`src/rtl/reorder_commit_buffer.sv`:
```
// reorder_commit_buffer: in-order retirement buffer feeding register-file write-back.
// Instructions are dispatched at the tail, completed out of order by tag, and
// retired from the head at most one per cycle onto the wb_* port.
// Optional build macro: ROB_BYPASS_EN -- a completion aimed at the head entry
// retires on the same edge, using complete_data directly.
module reorder_commit_buffer #(
  parameter int DATA_WIDTH = 32,
  parameter int PREG_WIDTH = 6,
  parameter int AL_WIDTH   = 5,
  parameter int TAG_WIDTH  = 4
) (
  input  logic                  clk,
  input  logic                  rst_n,
  input  logic                  flush,
  input  logic                  dispatch_valid,
  output logic                  dispatch_ready,
  input  logic                  dispatch_rw,
  input  logic [PREG_WIDTH-1:0] dispatch_preg,
  input  logic [AL_WIDTH-1:0]   dispatch_al_index,
  output logic [TAG_WIDTH-1:0]  dispatch_tag,
  input  logic                  complete_valid,
  input  logic [TAG_WIDTH-1:0]  complete_tag,
  input  logic [DATA_WIDTH-1:0] complete_data,
  output logic                  wb_write_enable,
  output logic [PREG_WIDTH-1:0] wb_physical_write_addr,
  output logic [DATA_WIDTH-1:0] wb_physical_write_data,
  output logic [AL_WIDTH-1:0]   wb_active_list_index,
  output logic [TAG_WIDTH:0]    count,
  output logic                  empty,
  output logic                  full
);

  localparam int DEPTH = 1 << TAG_WIDTH;

  // Control state (reset)
  logic [TAG_WIDTH-1:0]  head_q, head_d;
  logic [TAG_WIDTH-1:0]  tail_q, tail_d;
  logic [TAG_WIDTH:0]    count_q, count_d;
  logic [DEPTH-1:0]      valid_q, valid_d;
  logic [DEPTH-1:0]      done_q, done_d;

  // Write-back port registers
  logic                  wb_we_q, wb_we_d;
  logic [PREG_WIDTH-1:0] wb_addr_q, wb_addr_d;
  logic [DATA_WIDTH-1:0] wb_data_q, wb_data_d;
  logic [AL_WIDTH-1:0]   wb_al_q, wb_al_d;

  // Entry payload (only read while the entry is valid, so no reset needed)
  logic                  rw_q   [DEPTH];
  logic [PREG_WIDTH-1:0] preg_q [DEPTH];
  logic [AL_WIDTH-1:0]   al_q   [DEPTH];
  logic [DATA_WIDTH-1:0] data_q [DEPTH];

  logic                  dispatch_fire;
  logic                  complete_hit;
  logic                  bypass;
  logic                  retire;
  logic [DATA_WIDTH-1:0] retire_data;

  assign full           = (count_q == (TAG_WIDTH+1)'(DEPTH));
  assign empty          = (count_q == '0);
  assign count          = count_q;
  assign dispatch_ready = !full && !flush;
  assign dispatch_tag   = tail_q;

  assign wb_write_enable        = wb_we_q;
  assign wb_physical_write_addr = wb_addr_q;
  assign wb_physical_write_data = wb_data_q;
  assign wb_active_list_index   = wb_al_q;

  // Handshake decode and retire decision from registered entry state
  always_comb begin
    dispatch_fire = dispatch_valid && dispatch_ready;
    complete_hit  = complete_valid && valid_q[complete_tag];
`ifdef ROB_BYPASS_EN
    bypass = complete_valid && (complete_tag == head_q) &&
             valid_q[head_q] && !done_q[head_q];
`else
    bypass = 1'b0;
`endif
    retire      = valid_q[head_q] && (done_q[head_q] || bypass);
    retire_data = bypass ? complete_data : data_q[head_q];
  end

  // Next-state: pointers, occupancy, per-entry flags and write-back port
  always_comb begin
    head_d    = head_q;
    tail_d    = tail_q;
    count_d   = count_q;
    valid_d   = valid_q;
    done_d    = done_q;
    wb_we_d   = 1'b0;
    wb_addr_d = wb_addr_q;
    wb_data_d = wb_data_q;
    wb_al_d   = wb_al_q;
    if (flush) begin
      // Flush wins over everything else happening on this edge
      head_d  = '0;
      tail_d  = '0;
      count_d = '0;
      valid_d = '0;
      done_d  = '0;
    end else begin
      if (complete_hit) begin
        done_d[complete_tag] = 1'b1;
      end
      if (dispatch_fire) begin
        valid_d[tail_q] = 1'b1;
        done_d[tail_q]  = !dispatch_rw;
        tail_d          = tail_q + 1'b1;
      end
      if (retire) begin
        valid_d[head_q] = 1'b0;
        head_d          = head_q + 1'b1;
        wb_we_d         = rw_q[head_q] && (preg_q[head_q] != '0);
        wb_addr_d       = preg_q[head_q];
        wb_data_d       = retire_data;
        wb_al_d         = al_q[head_q];
      end
      case ({dispatch_fire, retire})
        2'b10:   count_d = count_q + 1'b1;
        2'b01:   count_d = count_q - 1'b1;
        default: count_d = count_q;
      endcase
    end
  end

  // Control and write-back registers with asynchronous active-low reset
  always_ff @(posedge clk or negedge rst_n) begin
    if (!rst_n) begin
      head_q    <= '0;
      tail_q    <= '0;
      count_q   <= '0;
      valid_q   <= '0;
      done_q    <= '0;
      wb_we_q   <= 1'b0;
      wb_addr_q <= '0;
      wb_data_q <= '0;
      wb_al_q   <= '0;
    end else begin
      head_q    <= head_d;
      tail_q    <= tail_d;
      count_q   <= count_d;
      valid_q   <= valid_d;
      done_q    <= done_d;
      wb_we_q   <= wb_we_d;
      wb_addr_q <= wb_addr_d;
      wb_data_q <= wb_data_d;
      wb_al_q   <= wb_al_d;
    end
  end

  // Payload capture: dispatch fills the tail entry, completion writes result data.
  // A dispatch target is always invalid, so it never collides with a completion hit.
  always_ff @(posedge clk) begin
    for (int i = 0; i < DEPTH; i++) begin
      if (dispatch_fire && (tail_q == TAG_WIDTH'(i))) begin
        rw_q[i]   <= dispatch_rw;
        preg_q[i] <= dispatch_preg;
        al_q[i]   <= dispatch_al_index;
        data_q[i] <= '0;
      end else if (complete_hit && (complete_tag == TAG_WIDTH'(i))) begin
        data_q[i] <= complete_data;
      end
    end
  end

endmodule

```
`config.mk`:
```
export PLATFORM = sky130hd
export DESIGN_NAME = reorder_commit_buffer
export DESIGN_NICKNAME = d
export VERILOG_FILES = /design/src/rtl/reorder_commit_buffer.sv
export SDC_FILE = /design/constraint.sdc
export NUM_CORES = 1
export LEC_CHECK = 0
export CORE_MARGIN = 2
export CORE_UTILIZATION = 41
export DETAILED_ROUTE_END_ITERATION = 12
export DONT_BUFFER_PORTS = 1
export PLACE_DENSITY = 0.54
export SLEW_MARGIN = 20
export SYNTH_ARGS = -nofsm -noshare
export SYNTH_HDL_FRONTEND = slang
export SYNTH_SLANG_ARGS = --single-unit
```
`constraint.sdc`:
```
create_clock -name clk -period 4.2 [get_ports clk]
set_input_delay 0.84 -clock clk [delete_from_list [all_inputs] [get_ports clk]]
set_output_delay 0.84 -clock clk [all_outputs]
set_load 0.005 [all_outputs]
```
# [Yosys cells after proc, flatten, opt, wreduce, memory -nomap -nowiden]
# Memory sizes are Yosys's and may differ from the RTL's. A register that Yosys moved wholly into a read port is not among the register bits.
# Index checks and enable logic that the tools add are counted.
[op_classes] addsub=4 magnitude_cmp=6 n_eq_ne=33 mux=260 bitwise=21 reduce_logical=98
[op_table] cell="2-to-1 mux 32 bit" n=16
[op_table] cell="2-to-1 mux 4 bit" n=49
[op_table] cell="2-to-1 mux 1 bit" n=148
[op_table] cell="2-to-1 mux 16 bit" n=8
[op_table] cell="2-to-1 mux 6 bit" n=15
[op_table] cell="OR reduction 6 bit" n=15
[op_table] cell="2-to-1 mux 5 bit" n=16
[op_table] cell="OR reduction 5 bit" n=15
[op_table] cell="equality test 4 bit (second input constant)" n=16
[op_table] cell="logical AND 1 bit" n=40
[op_table] cell="equality test 4 x 3 -> 1 bit (second input constant)" n=8
[op_table] cell="bitwise OR 16 bit" n=2
[op_table] cell="AND 16 bit" n=1
[op_table] cell="bitwise mux 16 bit" n=1
[op_table] cell="equality test 4 x 2 -> 1 bit (second input constant)" n=4
[op_table] cell="inverter 16 bit" n=1
[op_table] cell="bitwise OR 1 bit" n=16
[op_table] cell="less-than comparator 4 x 5 -> 1 bit (second input constant)" n=3
[op_table] cell="OR reduction 1 bit" n=15
[op_table] cell="binary-select mux 1 bit (select 4 bit)" n=3
[op_table] cell="demux 1 bit (select 4 bit)" n=3
[op_table] cell="greater-or-equal comparator 4 x 1 -> 1 bit (second input constant)" n=3
[op_table] cell="case mux 5 bit (2 select lines)" n=1
[op_table] cell="adder 4 x 1 -> 4 bit (second input constant)" n=2
[op_table] cell="14 further kinds" n=21
[word_totals] register_bits=52 mem_bits_rw=704 in_bits=53 out_inout_bits=56 n_memories=4
[memory_table] name="data_q" depth=16 width=32 rd=1 rd_ports_with_merged_regs=1 write_ports=16 line="52" source="logic [DATA_WIDTH-1:0] data_q [DEPTH];"
[memory_table] name="preg_q" depth=16 width=6 rd=1 rd_ports_with_merged_regs=0 write_ports=1 line="50" source="logic [PREG_WIDTH-1:0] preg_q [DEPTH];"
[memory_table] name="al_q" depth=16 width=5 rd=1 rd_ports_with_merged_regs=1 write_ports=1 line="51" source="logic [AL_WIDTH-1:0] al_q [DEPTH];"
[memory_table] name="rw_q" depth=16 width=1 rd=1 rd_ports_with_merged_regs=0 write_ports=1 line="49" source="logic rw_q [DEPTH];"

# [Logic depth before layout (Yosys ltp)]
[depth] ltp_word=23 depth_mapped=14 depth_no_buf=11

# [Worst setup path before layout]
# No wires, ideal clock.
[synth_timing] path_type="input to register" start="input complete_tag[0]" end="memory data_q[10][0], enable pin" setup_time_ps=468 arrival_ps=4060 required_time_ps=3732 slack_ps=-328 path_stages=5 n_path_buf=1 cell_sequence="buf_2 mux4_2 mux4_2 nand2_1 o21ai_0"
[synth_lines] item="start, declared" line="22" source="input logic [TAG_WIDTH-1:0] complete_tag,"
[synth_lines] item="end, declared" line="52"

# [Worst setup path in the final report]
[layout_timing] start="register head_q[0]" end="register count_q[4] (netlist: count[4])"
[layout_between] elab_chain_cells=6 word_cells_on_any_way=10 cone_classes="eq/ne: 2; mux: 6; reduce/logical: 2"
[layout_rtl] item="start, declared" line="36" source="logic [TAG_WIDTH-1:0] head_q, head_d;"
[layout_rtl] item="start signal, assigned" line="131" source="head_q <= '0;"
[layout_rtl] item="start signal, assigned" line="141" source="head_q <= head_d;"
[layout_rtl] item="binary-select mux 1 bit (select 4 bit)" line="81" source="retire = valid_q[head_q] && (done_q[head_q] || bypass);"
[layout_rtl] item="2-to-1 mux 1 bit (not written as such)" line="81"
[layout_rtl] item="logical AND 1 bit (*)" line="81"
[layout_rtl] item="equality test 2 x 1 -> 1 bit or equality test 2 bit (tied branches)" line="120" source="case ({dispatch_fire, retire})"
[layout_rtl] item="case mux 5 bit (2 select lines)" line="120"
[layout_rtl] item="2-to-1 mux 5 bit" line="96" source="if (flush) begin"
[layout_rtl] item="end signal, assigned" line="143" source="count_q <= count_d;"
[layout_rtl] item="end, declared" line="38" source="logic [TAG_WIDTH:0] count_q, count_d;"
# Mark *: on every way between the ends. The rest lies on a longest branch, timed or not. The select of a mux whose other input is x is not followed.
# A chain may end at the register's enable or synchronous reset.

==> impl_metrics.ini <==
[global_route]
grt_use_total_pct = 21.3
grt.overflow.total = 0
antenna_found_initial = 7
grt_pass1_wl_mm = 133
grt_start_max_net_pins = 90
grt_pass1_vias = 19000

[synthesis]
yosys_warnings = 0
synthArstFlopShare_pct = 11.2
synth_top_area_share_pct = 61.2
synth_area_leaders = edfxtp_1, mux4_2, and2_1, dfrtp_1, clkbuf_1
syn-num-nets = 2053
synth_edf_count = 704
seq_area_frac_synth_pct = 67.6
syn_inst = 1990
yosysUniqueCellTypes = 55
syn_area_per_cell_um2 = 17.4
synth_top_area_cell = edfxtp_1
syn-cell-area_mm2 = 0.0345
synth_ff_type = edfxtp_1
ys_seq_elements = 793

[detailed_routing]
drc_errors = 0
drt_iter0_markers = 1574
num_vias = 17900
dr.pass1.iters = 5
totalWireLength_mm = 90.5
drt-wirelength-per-cell_um = 28.8
drt.antenna.violating_nets = 0
via_per_inst = 5.70

[critical_path]
cp_num_buf_inv = 0
crit_chain = mux4_2, mux2i_1, or3_1, a21oi_1, xor2_1, ha_1, o31a_1, or3_1, a211o_1, o211ai_1, a32o_1
cpMostUsedCell = or3_1
path_delay_family = multiplexers
cpMaxStageDelayCell = dfrtp_4
crit_fanout = 11
critical_path_class = flop to flop
cp.required_ps = 4780
cp.arrival_ps = 4100
start_kind = flop
reg2reg_slack_ps = 690
cpPeakStageDelay_ps = 540
worstSetupEndpointType = flop

[finish]
fill_cells = 7074
post-route-util_pct = 46.9
finish.instance_area_mm2 = 0.0392
drive_above_1_share_pct = 25.6
area_growth_pct = 13.4
antennaDiodeCount = 0
fin_nets = 2050

[timing]
setup_tns_ps = 0
grt_setup_unrepaired = false
finalSetupViolCount = 0
slew_headroom_pct = 30.0
finalClockSkew_ps = 30.8
period_share_pct = 83.7
slew_violations = 0
max_freq_ghz = 0.285
layout_setup_ws_ps = 686
worst_slew_pin_slew_ps = 1050
hold_viol = 0
finalCriticalPeriod_ps = 3510

[die]
start_util_pct = 41.3
core_area_mm2 = 0.0836
num_rows = 106
fp.dieH_um = 294
die_width_um = 294
ios = 109
die_area_mm2 = 0.0866

[power]
p_total_mw = 17.2
p_switching_mw = 3.58
worst_ir_drop_vdd_mv = 0.336
power_frac_seq_pct = 50.8
p_int_mw = 13.6
p_leak_nw = 12.3
p_per_area_mw_per_mm2 = 438
swShare_pct = 20.8
p_comb_share_pct = 2.1
pwr-share-clk_pct = 47.1

[clock_network]
cts_buffer_depth = 3
clk_latency_ps = 650
post_cts_buffers = 0
cts_tree = yes
cts_hold_buf = 1
numCtsBuffers = 88
cts.clk_slew.worst_paths_ps = 60
ctsResizeCount = 0
cts-root-buf = clkbuf_16
ctsHtreeMaxLevel = 3
cts.sinks = 793

[place]
dp_slack_ps = 677
port_buffers = 0
gp_congestion = 0.790
dpl-instance-area_mm2 = 0.0361
hpwl_mm = 51.6

[hold_path]
hold_path_class = input port to asynchronous set/reset pin

[outcome]
outcome = finished clean

[job]
drv_cap = 0
-- area by class of cell --
type,count,area (µm²),share of cell area [%]
flip-flops and latches,793,23400,59.7
well taps,1080,1350,3.45
multi-input cells,1018,10700,27.4
clock inverters,55,666,1.70
inverters,12,45.0,0.115
clock buffers,110,2400,6.12
repair buffers,74,621,1.58
-- layout by cell type (no fill, tap or decap), types with 6 or more instances in the layout --
cell       synthesis  routed
ha_1              10      10
clkbuf_8           0       7
buf_4              5      70
and2_1           523     523
o21a_1            12      12
dfrtp_1           89      85
nand2_1           14      14
mux2_2            37      37
nor2_1            36      36
nor3_2             1      10
a21oi_1           16      16
inv_1             12      12
mux2_1             6       6
nand3_1            7       7
edfxtp_1         704     704
a311oi_1          16      16
clkbuf_16          0      90
bufinv_16          0      11
clkinv_1           0      12
clkinv_2           0      16
mux4_2           233     233
o21bai_4           0      12
clkbuf_1         134      13
-- registers in the layout, summed over array words and instances, names as in the netlist --
| name | cells |
|---|---|
| al_q | 80 |
| head_q | 4 |
| preg_q | 96 |
| rw_q | 16 |
| wb_write_enable | 1 |
| dispatch_tag | 4 |
| wb_physical_write_data | 32 |
| wb_active_list_index | 5 |
| done_q | 16 |
| valid_q | 16 |
| data_q | 512 |
| count | 5 |
| wb_physical_write_addr | 6 |
-- worst paths after layout --
path | startpoint | end | cells past startpoint
worst max-delay path | head_q[0] | count[4] | 11
worst min-delay path | rst_n | wb_physical_write_addr[1] | 1
worst max register to register | head_q[0] | count[4] | 11
worst min register to register | done_q[2] | done_q[2] | 1
max in group asynchronous | rst_n | head_q[2] | 1
min in group clk | flush | dispatch_tag[2] | 1
-- through the flow --
| stage | instances | hold WS [ps] |
|---|---|---|
| detailed placement | 2976 | 479 |
| global route | 3142 | 156 |
| finish | 3142 | 132 |
| CTS | 3142 | 129 |
| global placement | 2975 | 468 |
| floorplan | 1990 | 459 |
-- layer usage --
layer	share of wire [%]	track usage, %
met1	41	28.7
met2	51	36.1
met3	5.7	3.24
met4	2.3	5.90
met5	0	0
-- kinds of logic (layout without fill, tap and decap cells) --
logic type      after synthesis  count (layout)  synth area share, %
flops                       793             793                 67.6
buf+inv                     179             251                 2.11
xor+xnor                      6               6                0.152
compound gates               84              84                 1.75
mux                         281             281                 16.7
fa+ha+maj                    10              10                0.362
simple gates                637             637                 11.3
-- cell usage after synthesis, types with 4 or more instances --
cell type / count
clkbuf_1: 134
edfxtp_1: 704
and2_1: 523
ha_1: 10
a211oi_1: 6
nand3_1: 7
mux2_2: 37
nor2_1: 36
buf_4: 5
and4_1: 4
o21bai_1: 12
dfrtp_1: 89
a21oi_1: 16
inv_1: 12
buf_1: 8
mux2_1: 6
xor2_1: 4
a311oi_1: 16
o21a_1: 12
o21ai_0: 8
nand2_1: 14
nor3_1: 14
buf_2: 18
and3_1: 5
nand4_1: 5
mux2i_1: 5
mux4_2: 233
-- power by group through the flow --
stage / logic [mW] / clock network (mW) / registers (mW)
final: 0.361 / 8.07 / 8.72
after global routing: 0.395 / 8.52 / 8.73
after global placement: 0.341 / 0 / 8.89
after CTS: 0.371 / 8.22 / 8.73
after floorplan: 0.285 / 0 / 8.85
after detailed placement: 0.345 / 0 / 8.89
(Power assumes the default switching activity.)
==> variant (same settings) <==
The option `ROB_BYPASS_EN` is turned on by a define.
--- a/src/rtl/reorder_commit_buffer.sv
+++ b/src/rtl/reorder_commit_buffer.sv
@@ -3,6 +3,8 @@
 // retired from the head at most one per cycle onto the wb_* port.
 // Optional build macro: ROB_BYPASS_EN -- a completion aimed at the head entry
 // retires on the same edge, using complete_data directly.
+`define ROB_BYPASS_EN
+
 module reorder_commit_buffer #(
   parameter int DATA_WIDTH = 32,
   parameter int PREG_WIDTH = 6,
Formal check against the unedited RTL: not equivalent (Yosys sat finds a counterexample within 4 cycles, from zero or initial values and one cycle with rst_n low).
==> variant against the unedited design <==
Routed wire length rose by 5.9%. Cell area rose by 0.18%. Utilization barely moved. Hold slack got worse by 12 ps. Via count rose by 4.2%. Cell count rose by 3.6%. Power fell by 0.36%. Synthesized area rose by 0.34%. Worst setup slack got worse by 61 ps. Sequential cell count did not move. Non-clock buffer count rose by 6. Clock skew rose by 14 ps. Largest cell class unchanged.
==> variant: results (changes against the unedited design) <==
metric	value	unit	change
Sw Ratio	21.9	%	+1.0 points
reg2reg end	count[4]		
Clock transition at path regs	60	ps	about the same
worst hold slack	120	ps	-12.4 ps
Resized Gates After CTS	0		unchanged
Vias	18600		+4.2%
top cells by count, synth	edfxtp_1, and2_1, mux4_2		
Netlist cell types	52		-5.5%
Largest regs	data_q (512), preg_q (96), al_q (80)		
TritonCTS Buffers	87		-1.1%
r2r setup slk	630	ps	-60 ps
R2R cell count	11		unchanged
Avg WL per Cell	29.5	um	+2.3%
DPL Wire Length	52700	um	+2.1%
hold buffer count at CTS	1		unchanged
first-pass GRT wire length	139000	um	+4.6%
clock buffer depth	3		unchanged
DRT Pass-1 Iters	5		unchanged
routability cong.	0.825		+4.5%
async set-reset flop share out of synthesis	11.2	%	unchanged
status	completed		
input/output buffers	0		unchanged
Avg Synthesized Cell Area	16.9	sq um	-2.9%
Final Net Count	2111		+3.0%
Post-Layout Cell Count	3254		+3.6%
register area	23400	sq um	unchanged
H-tree Lvls	3		unchanged
synth top area cells	edfxtp_1, mux4_2, and2_1		
layout cells sized above 1	23.5	%	-2.1 points
root buf cell	clkbuf_16		
All-Layer GR Usage	22.4	%	+1.1 points
placed cells	3089		+3.8%
CP Max Fanout	12		+1
r2r startpoint	head_q[1]		
Post-Place Cell Area	36300	sq um	+0.68%
Place WS	598	ps	-79.1 ps
number of DRC markers after the initial detailed-route iteration	1809		+15%
pin count of the biggest net entering global routing	90		unchanged
synth warn	0		unchanged
EDFF count, synth	704		unchanged
Setup Fix Bufs, Post-CTS	0		unchanged
remaining antenna violation count after routing	0		unchanged
vias in the first global route	19500		+2.8%
Worst-Skew Late Latency	660	ps	
Post-synth top flop	edfxtp_1		
Clock Skews	45.2	ps	+14.4 ps
Seq/Total Area, Yosys	67.4	%	-0.23 points
FILL cells	7111		+0.52%
Critical Path AT	4110	ps	about the same
hold crit path type	in2async		
largest vdd supply drop	312	uV	-7.0%
initial antenna violation count	2		-5
P_leak	13.1	nW	+6.3%
worst slew pin tran	941	ps	-109 ps
[variant: critical path, cell delays in order (launching register included)]
cell and delay [ps]:
dfrtp_4 570, mux4_2 530, mux4_2 540, and2_0 160
a21bo_2 230, inv_2 100, fa_1 420, a21o_1 210
a21oi_1 190, nor2_1 60, mux2i_1 140, mux2_2 340
[variant: cell type report]
cell class                 count  share of cell area [%]
antenna                        1                 0.00637
clock buffer                 126                    6.20
clock inverter                37                    1.13
inverter                      11                   0.105
multi-input combinational   1072                    27.5
sequential                   793                    59.6
tap                         1134                    3.61
timing repair buffer          80                    1.87
[variant: worst max-delay path by stage]
| stage | end | from | slack (ps) |
|---|---|---|---|
| 2_1_floorplan | data_q[13][0] | complete_tag[1] | 590 |
| 3_3_place_gp | count[4] | head_q[1] | 590 |
| 3_5_place_dp | count[4] | head_q[1] | 600 |
| 4_1_cts | data_q[5][3] | count[0] | 600 |
| 5_1_grt | count[4] | head_q[1] | 450 |
| 6_report | count[4] | head_q[1] | 630 |
[variant: power by group through the flow]
stage	Clock, mW	Combinational (mW)	Sequential [mW]
2_1_floorplan	0	0.430	9.00
3_3_place_gp	0	0.533	9.10
3_5_place_dp	0	0.539	9.10
4_1_cts	7.75	0.570	8.94
5_1_grt	8.08	0.613	8.95
6_report	7.60	0.560	8.93
[variant: cells by family after synthesis]
kind of cell | share of synthesized area (%)
flops | 67.4
simple gates | 11.3
mux | 15.7
buf+inv | 2.20
compound gates | 2.70
fa+ha+maj | 0.491
xor+xnor | 0.253
[variant: metal layers]
metal	vias to the layer above	routed length [um]	global-route usage, %
met2	573	47900	37.5
met5	-	0	0
met3	145	5860	4.07
met1	10100	39900	30.0
li1	7864	-	-
met4	0	2180	6.33
